## config.mk

```make
export PLATFORM = sky130hd
export DESIGN_NAME = giaima_scan_sequencer_flat
export DESIGN_NICKNAME = d
export VERILOG_FILES = /design/src/rtl/giaima_scan_sequencer_if.sv /design/src/rtl/giaima_scan_sequencer.sv /design/src/flat_wrapper.sv
export SDC_FILE = /design/constraint.sdc
export NUM_CORES = 1
export LEC_CHECK = 0
export ABC_AREA = 1
export BUFFER_PORTS_ARGS = -buffer_cell sky130_fd_sc_hd__buf_2
export CORE_ASPECT_RATIO = 2
export CORE_UTILIZATION = 30
export CTS_CLUSTER_DIAMETER = 80
export DETAILED_ROUTE_END_ITERATION = 6
export HOLD_SLACK_MARGIN = 0.06
export PLACE_DENSITY_LB_ADDON = 0.2
export SLEW_MARGIN = 20
export SYNTH_ARGS = -nofsm -noshare
export SYNTH_HDL_FRONTEND = slang
export SYNTH_SLANG_ARGS = --single-unit
```

## constraint.sdc

```tcl
create_clock -name clk -period 3.9 [get_ports clk]
set_input_delay 0.78 -clock clk [delete_from_list [all_inputs] [get_ports clk]]
set_output_delay 0.78 -clock clk [all_outputs]
set_load 0.02 [all_outputs]
```

## src/rtl/giaima_scan_sequencer_if.sv

```systemverilog
`default_nettype none
// ============================================================================
// Module      : giaima_scan_sequencer_if
// Description : Control/status bundle between a scan-sequencer client and the
//               giaima_scan_sequencer block.
//               Client -> sequencer : en, start, mode, dir, last
//               Sequencer -> client : sel, sel_en, tick, wrap, busy
// Revision    : 1.0 - initial release
// ============================================================================
interface giaima_scan_sequencer_if;
    logic       en;
    logic       start;
    logic       mode;
    logic       dir;
    logic [2:0] last;
    logic [2:0] sel;
    logic       sel_en;
    logic       tick;
    logic       wrap;
    logic       busy;

    modport master (
        output en, start, mode, dir, last,
        input  sel, sel_en, tick, wrap, busy
    );

    modport slave (
        input  en, start, mode, dir, last,
        output sel, sel_en, tick, wrap, busy
    );
endinterface
`default_nettype wire

```

## src/rtl/giaima_scan_sequencer.sv

```systemverilog
`default_nettype none
// ============================================================================
// Module      : giaima_scan_sequencer
// Description : Steps a 3-bit channel select through 0..last (up or down) at
//               one step per DIV enabled clocks, for driving a 3-to-8 decoder.
//               Continuous or single-sweep operation; all outputs registered.
// Ports       : clk       - system clock, rising edge
//               rst       - asynchronous, active-high reset
//               bus.en    - count enable (0 pauses)
//               bus.start - single-cycle request to begin scanning
//               bus.mode  - 0 continuous, 1 single sweep
//               bus.dir   - 0 up, 1 down
//               bus.last  - highest active channel index
//               bus.sel   - channel select
//               bus.sel_en- decoder enable
//               bus.tick  - pulse on every select step
//               bus.wrap  - pulse when a sweep completes
//               bus.busy  - high while running
// Revision    : 1.0 - initial release
// ============================================================================
module giaima_scan_sequencer #(
    parameter int DIV   = 4,
    parameter int DIV_W = 16
) (
    input  wire                        clk,
    input  wire                        rst,
    giaima_scan_sequencer_if.slave     bus
);

    localparam logic [DIV_W-1:0] PRESC_TERM = DIV_W'(DIV - 1);

    typedef enum logic [0:0] {
        ST_IDLE = 1'b0,
        ST_RUN  = 1'b1
    } state_t;

    state_t           state,      state_next;
    logic [DIV_W-1:0] presc,      presc_next;
    logic [2:0]       sel_reg,    sel_next;
    logic             sel_en_reg, sel_en_next;
    logic             tick_reg,   tick_next;
    logic             wrap_reg,   wrap_next;
    logic             busy_reg,   busy_next;

    always_ff @(posedge clk or posedge rst) begin
        if (rst) begin
            state      <= ST_IDLE;
            presc      <= '0;
            sel_reg    <= 3'd0;
            sel_en_reg <= 1'b0;
            tick_reg   <= 1'b0;
            wrap_reg   <= 1'b0;
            busy_reg   <= 1'b0;
        end else begin
            state      <= state_next;
            presc      <= presc_next;
            sel_reg    <= sel_next;
            sel_en_reg <= sel_en_next;
            tick_reg   <= tick_next;
            wrap_reg   <= wrap_next;
            busy_reg   <= busy_next;
        end
    end

    always_comb begin
        state_next  = state;
        presc_next  = presc;
        sel_next    = sel_reg;
        sel_en_next = 1'b0;
        tick_next   = 1'b0;
        wrap_next   = 1'b0;
        busy_next   = 1'b0;

        unique case (state)
            ST_IDLE: begin
                if (bus.start && bus.en) begin
                    state_next  = ST_RUN;
                    presc_next  = '0;
                    sel_next    = bus.dir ? bus.last : 3'd0;
                    sel_en_next = 1'b1;
                    busy_next   = 1'b1;
                end
            end

            ST_RUN: begin
                busy_next   = 1'b1;
                // Decoder is blanked while paused; prescaler and select freeze.
                sel_en_next = bus.en;
                if (bus.en) begin
                    if (presc == PRESC_TERM) begin
                        presc_next = '0;
                        tick_next  = 1'b1;
                        // ">=" so a select left above a lowered limit wraps.
                        if (!bus.dir) begin
                            if (sel_reg < bus.last) begin
                                sel_next = sel_reg + 3'd1;
                            end else begin
                                sel_next  = 3'd0;
                                wrap_next = 1'b1;
                            end
                        end else begin
                            if (sel_reg != 3'd0) begin
                                sel_next = sel_reg - 3'd1;
                            end else begin
                                sel_next  = bus.last;
                                wrap_next = 1'b1;
                            end
                        end
                        // Single sweep ends on the wrap step itself.
                        if (wrap_next && bus.mode) begin
                            state_next  = ST_IDLE;
                            busy_next   = 1'b0;
                            sel_en_next = 1'b0;
                        end
                    end else begin
                        presc_next = presc + DIV_W'(1);
                    end
                end
            end

            default: begin
                state_next = ST_IDLE;
            end
        endcase
    end

    assign bus.sel    = sel_reg;
    assign bus.sel_en = sel_en_reg;
    assign bus.tick   = tick_reg;
    assign bus.wrap   = wrap_reg;
    assign bus.busy   = busy_reg;

endmodule
`default_nettype wire

```

## src/flat_wrapper.sv

```systemverilog
// flat-port wrapper written by rule: the top's interface ports become plain ports
module giaima_scan_sequencer_flat 
#(
    parameter int DIV   = 4,
    parameter int DIV_W = 16
)
  (clk, rst, bus_en, bus_start, bus_mode, bus_dir, bus_last, bus_sel, bus_sel_en, bus_tick, bus_wrap, bus_busy);
  giaima_scan_sequencer_if bus_i ();
  input  wire clk;
  input  wire rst;
  input wire logic [$bits(bus_i.en)-1:0] bus_en;
  input wire logic [$bits(bus_i.start)-1:0] bus_start;
  input wire logic [$bits(bus_i.mode)-1:0] bus_mode;
  input wire logic [$bits(bus_i.dir)-1:0] bus_dir;
  input wire logic [$bits(bus_i.last)-1:0] bus_last;
  output wire logic [$bits(bus_i.sel)-1:0] bus_sel;
  output wire logic [$bits(bus_i.sel_en)-1:0] bus_sel_en;
  output wire logic [$bits(bus_i.tick)-1:0] bus_tick;
  output wire logic [$bits(bus_i.wrap)-1:0] bus_wrap;
  output wire logic [$bits(bus_i.busy)-1:0] bus_busy;
  assign bus_i.en = bus_en;
  assign bus_i.start = bus_start;
  assign bus_i.mode = bus_mode;
  assign bus_i.dir = bus_dir;
  assign bus_i.last = bus_last;
  assign bus_sel = bus_i.sel;
  assign bus_sel_en = bus_i.sel_en;
  assign bus_tick = bus_i.tick;
  assign bus_wrap = bus_i.wrap;
  assign bus_busy = bus_i.busy;
  giaima_scan_sequencer #(.DIV(DIV), .DIV_W(DIV_W)) u_core (.clk(clk), .rst(rst), .bus(bus_i));
endmodule
```

**Yosys cells after proc, flatten, opt, wreduce, memory -nomap -nowiden**

Index checks and enable logic that the tools add are counted.

- Logic and storage cells: 51
- ROM bits: 0
- Memory bits (writable): 0
- Latch bits: 0
- Memories kept: 0
- Output and inout port bits: 7
- Bits of input ports: 9
- Flip-flop bits (word level): 23

- Bitwise operators: 1
- Multiplexer cells: 31
- Reductions and logical operators: 5
- $mul: 0
- Add/subtract/negate cells: 3
- $lt $le $gt $ge: 1
- Eq/ne operators: 4
- Divide/modulo/power cells: 0
- Shift operators: 0

Operator list:

| cell | number |
|---|---|
| $mux W16 | 3 |
| $pmux W16 S2 | 1 |
| $mux W3 | 7 |
| $mux W1 | 17 |
| $add A16 B1 Y16 const B | 1 |
| $eq A16 B2 Y1 const B | 1 |
| $pmux W3 S2 | 1 |
| $ne A2 B2 Y1 const B | 2 |
| $pmux W1 S2 | 2 |
| $add A3 B1 Y3 const B | 1 |
| $lt A3 B3 Y1 | 1 |
| $reduce_and A3 Y1 | 1 |
| $reduce_bool A3 Y1 | 1 |
| $sub A3 B1 Y3 const B | 1 |
| $logic_and A1 B1 Y1 | 2 |
| $ne A2 B1 Y1 const B | 1 |
| $reduce_and A2 Y1 | 1 |
| $not A1 Y1 | 1 |

**Longest topological paths before layout**

- Depth after elaboration: 11
- Mapped depth: 11
- Mapped depth without buffers: 11

**Worst setup path before layout**

Ideal clock, no wire load.

- Path kind: input to register
- Start: input port bus_last[2]
- End: register u_core.sel_en_reg (netlist: u_core.bus.sel_en)
- Buffers on the path: 0
- Slack: 2223 ps
- Cell stages on the path: 9
- Setup time: 123 ps
- Data arrival time: 1554 ps
- Data required time: 3777 ps
- Cell sequence: inv_1 > ha_1 > nand2_1 > nand2_1 > inv_1 > nand2_1 > nand2_1 > o21ai_0 > nand2_1

- Cells in the longest elaborated chain, start to end: 11

Ends and longest elaborated chain:

| element | RTL line | text |
|---|---|---|
| start: declaration | flat_wrapper.sv:15 | `input wire logic [$bits(bus_i.last)-1:0] bus_last;` |
| $lt A3 B3 Y1 | giaima_scan_sequencer.sv:95 | `if (sel_reg < bus.last) begin` |
| $mux W1 | giaima_scan_sequencer.sv:95 |  |
| $mux W1 | giaima_scan_sequencer.sv:94 | `if (!bus.dir) begin` |
| $mux W1 | giaima_scan_sequencer.sv:90 | `if (presc == PRESC_TERM) begin` |
| $mux W1 | giaima_scan_sequencer.sv:89 | `if (bus.en) begin` |
| $mux W1 | giaima_scan_sequencer.sv:74 | `unique case (state)` |
| $logic_and A1 B1 Y1 | giaima_scan_sequencer.sv:110 | `if (wrap_next && bus.mode) begin` |
| $mux W1 | giaima_scan_sequencer.sv:110 |  |
| $mux W1 | giaima_scan_sequencer.sv:90 |  |
| $mux W1 | giaima_scan_sequencer.sv:89 |  |
| $pmux W1 S2 | giaima_scan_sequencer.sv:74 |  |
| net u_core.sel_en_next | giaima_scan_sequencer.sv:40 | `logic sel_en_reg, sel_en_next;` |
| end signal: assignment | giaima_scan_sequencer.sv:58 | `sel_en_reg <= sel_en_next;` |
| end: declaration | giaima_scan_sequencer.sv:40 |  |

The timed path passes the listed nets, and every way through them passes these cells. The select of a mux whose other input is x is not followed.
A chain may end at the register's enable or synchronous reset.

**Final worst setup path**

- Start: register u_core.sel_reg[2] (netlist: u_core.bus.sel[2])
- End: output port bus_sel[2]

RTL lines:

| element | RTL line | text |
|---|---|---|
| start: declaration | giaima_scan_sequencer.sv:39 | `logic [2:0] sel_reg, sel_next;` |
| start signal: assignment | giaima_scan_sequencer.sv:57 | `sel_reg <= sel_next;` |
| end: declaration | flat_wrapper.sv:16 | `output wire logic [$bits(bus_i.sel)-1:0] bus_sel;` |

No word-level cell between the ends.

==> impl_results.md <==
* Status: finished, final reports clean
* Initial antenna violation count at 0
* Int Power at between 400 and 500 uW
* Gpl congestion at around 0.79
* Diodes inserted at 0
* Setup bufs post-CTS at 0
* Num CTS Buffers at 3
* Comb power frac at roughly 40%
* Crit path launch: u_core.bus.sel[2]$_DFFE_PP0P_
* Reg-to-Reg Start: u_core.presc[0]$_DFFE_PP0P_
* Root Buffer: clkbuf_8
* Synth Net Count at about 240
* Largest cells by area after synthesis: dfrtp_1 (38%), nand2_1 (21%), nor2_1 (8.4%)
* Post-route insts no fill at approximately 300
* Crit path cell chain: buf_2
* Clock Path Buffers at 2
* Static Leak at 0.8987 nW
* First drt pass iteration count at 5
* Max reg flops at 16
* Slowest CP cell: dfrtp_1
* Max-slew violations at 0
* DRT iter0 DRCs at 43
* Clk Latency, worst-skew pair at 270 ps
* RSZ-0062 raised after global routing: no
* Post-synthesis cell type count at 21
* Critical path type: register to output port
* H-tree depth at 1
* Routed WL at about 4000 microns
* Post-Syn Instances at 224
* Hold_sp: u_core.presc[1]$_DFFE_PP0P_
* Post-synth top cells: nand2_1 (86), nor2_1 (34), inv_1 (26)
* Die ar. at between 0.005 and 0.006 sq mm
* Remaining DRCs at 0
* Syn Area/Cell at approximately 6.8 sq um
* Final instance area at 0.001702 sq mm
* Vias post-DR at 1389
* I/O Buffers at 15
* Die H at between 100 and 150 microns
* DP Area at approximately 0.0017 sq mm
* Max VDD drop at ~0.27 mV
* Psw at approximately 360 uW
* I/O pin cnt at 16
* CP max stage delay at 510 ps
* Top_reg_cell synth: dfrtp_1
* Hold/Removal Path Class: register to register
* Max-Cap Viols at 0
* Syn. warnings at 0
* CTS tree: built
* Clk sinks at 23
* Initial Util at 31.15%
* Worst-path clk slew at approximately 90 ps
* Most common cell in the netlist: nand2_1
* Sequential area share after synthesis at a little under two fifths
* Setup tns final at 0 ps
* Vias in the first global route at around 1500
* Antenna Nets Post-Route at 0
* Tot Pwr at roughly 840 uW
* # setup viols final at 0
* Clock power frac at 18.2%
* Via-per-instance ratio at ~4.6
* Post-CTS resize count at 0
* Flops & latches, synth at 23
* Global route overflow at 0
* Post-synth EDFFs at 0
* WP data arrival at 1010 ps
* Worst-Margin Slew at 877.1 ps
* Core Footprint at a little under 0.005 sq mm
* Crit Path Max Fanout at 7
* Share of power burned in registers at between 40% and 50%
* FF/Latch Area at 575.6 sq um
* Area of the multi-input gates at approximately 840 sq um
* Yosys top cell by area: dfrtp_1
* Nets at around 260
* Critical path buffers and inverters at 1
* Worst path top cell family by delay: flip-flops
* FILL cells at 555
* Post-DP HPWL at roughly 3200 microns
* DIE WIDTH at between 50 and 60 microns
* Wire length per cell at around 13 microns
* Area growth, synth to finish at 12.30%
* Switching share of power at a little over two fifths
* Pwr dens at just under 500 mW/mm^2
* Endpoint type of the worst setup path: output port
* CTS Hold Bufs at 0
* Layout cells sized above 1 at a little over a tenth
* # rows at 36
* Final worst-path cycle share at a little under half
* Total GRT Usage at about 18%
* Fmax at around 560 MHz
* Placed cell count at just under 300
* CP startpoint kind: register
* Final hold violations at 0
* Post-synth top area share at 37.99%
* Skew final at 9.463 ps
* Slew HR at between 40% and 50%
* First-pass GRT wire length at just under 7000 microns
* Required time worst endpoint at around 3100 ps
* Fin crit period at 1789 ps
* Post-synthesis cell area at 0.001515 sq mm
* Largest net degree at the start of global routing at 24
* Ys async rst share at between 90% and 100%
## power by group through the flow
stage	Clock [mW]	Sequential (mW)	Combinational (mW)
finish	0.152	0.348	0.336
global route	0.167	0.355	0.390
CTS	0.157	0.348	0.342
detailed placement	0	0.352	0.341
global placement	0	0.353	0.342
floorplan	0	0.355	0.230
## layer usage
| metal | vias to the layer above | global-route usage (%) | routed length (microns) |
|---|---|---|---|
| met5 | - | 0 | 0 |
| met4 | 0 | 6.883 | 102 |
| met3 | 7 | 1.917 | 84 |
| met2 | 24 | 35.01 | 2328 |
| met1 | 633 | 17.62 | 1442 |
| li1 | 725 | - | - |
## cells by family (layout without fill, tap and decap cells)
logic type | count (synthesis) | count (layout) | share of synthesized area (%)
xor+xnor | 9 | 9 | 5.202
buf+inv | 27 | 45 | 6.771
compound gates | 13 | 13 | 4.872
fa+ha+maj | 6 | 6 | 4.954
simple gates | 146 | 146 | 40.21
flops | 23 | 23 | 37.99
## layout by cell type, fill, tap and decap left out, drive strengths merged
| cell | n |
|---|---|
| o21bai | 2 |
| a21oi | 3 |
| clkbuf | 4 |
| buf | 15 |
| inv | 26 |
| xnor2 | 4 |
| nand4 | 4 |
| nor3 | 1 |
| ha | 6 |
| o21ai | 8 |
| dfrtp | 23 |
| nand3b | 1 |
| nor2 | 37 |
| nand3 | 15 |
| nand2 | 88 |
| xor2 | 5 |
## area by class of cell
type	count	area share, %
inverter	26	5.735
clock buffer	4	2.647
sequential	23	33.82
multi-input combinational	174	49.19
tap	57	4.191
timing repair buffer	15	4.412
## metrics by stage
step                      hold slack [ps]  utilization (%)  setup slack [ps]
after floorplan                     493.1                -              2223
after global placement              540.9            34.05              1993
after detailed placement            542.6            34.05              1958
after CTS                           566.0            34.98              2102
after global routing                595.6            34.98              1972
final                               570.7            34.98              2111
## path summary, 6_finish.rpt
path	end	slack, ps	cells past startpoint
worst max-delay path	bus_sel[2]	2110	1
worst min-delay path	u_core.presc[1]$_DFFE_PP0P_	570	2
worst max register to register	u_core.bus.sel[1]$_DFFE_PP0P_	2190	10
worst min register to register	u_core.presc[1]$_DFFE_PP0P_	570	2
max in group asynchronous	u_core.presc[1]$_DFFE_PP0P_	2680	2
min in group asynchronous	u_core.bus.sel[2]$_DFFE_PP0P_	670	2
Note: power is estimated with default switching activity, not from simulation.
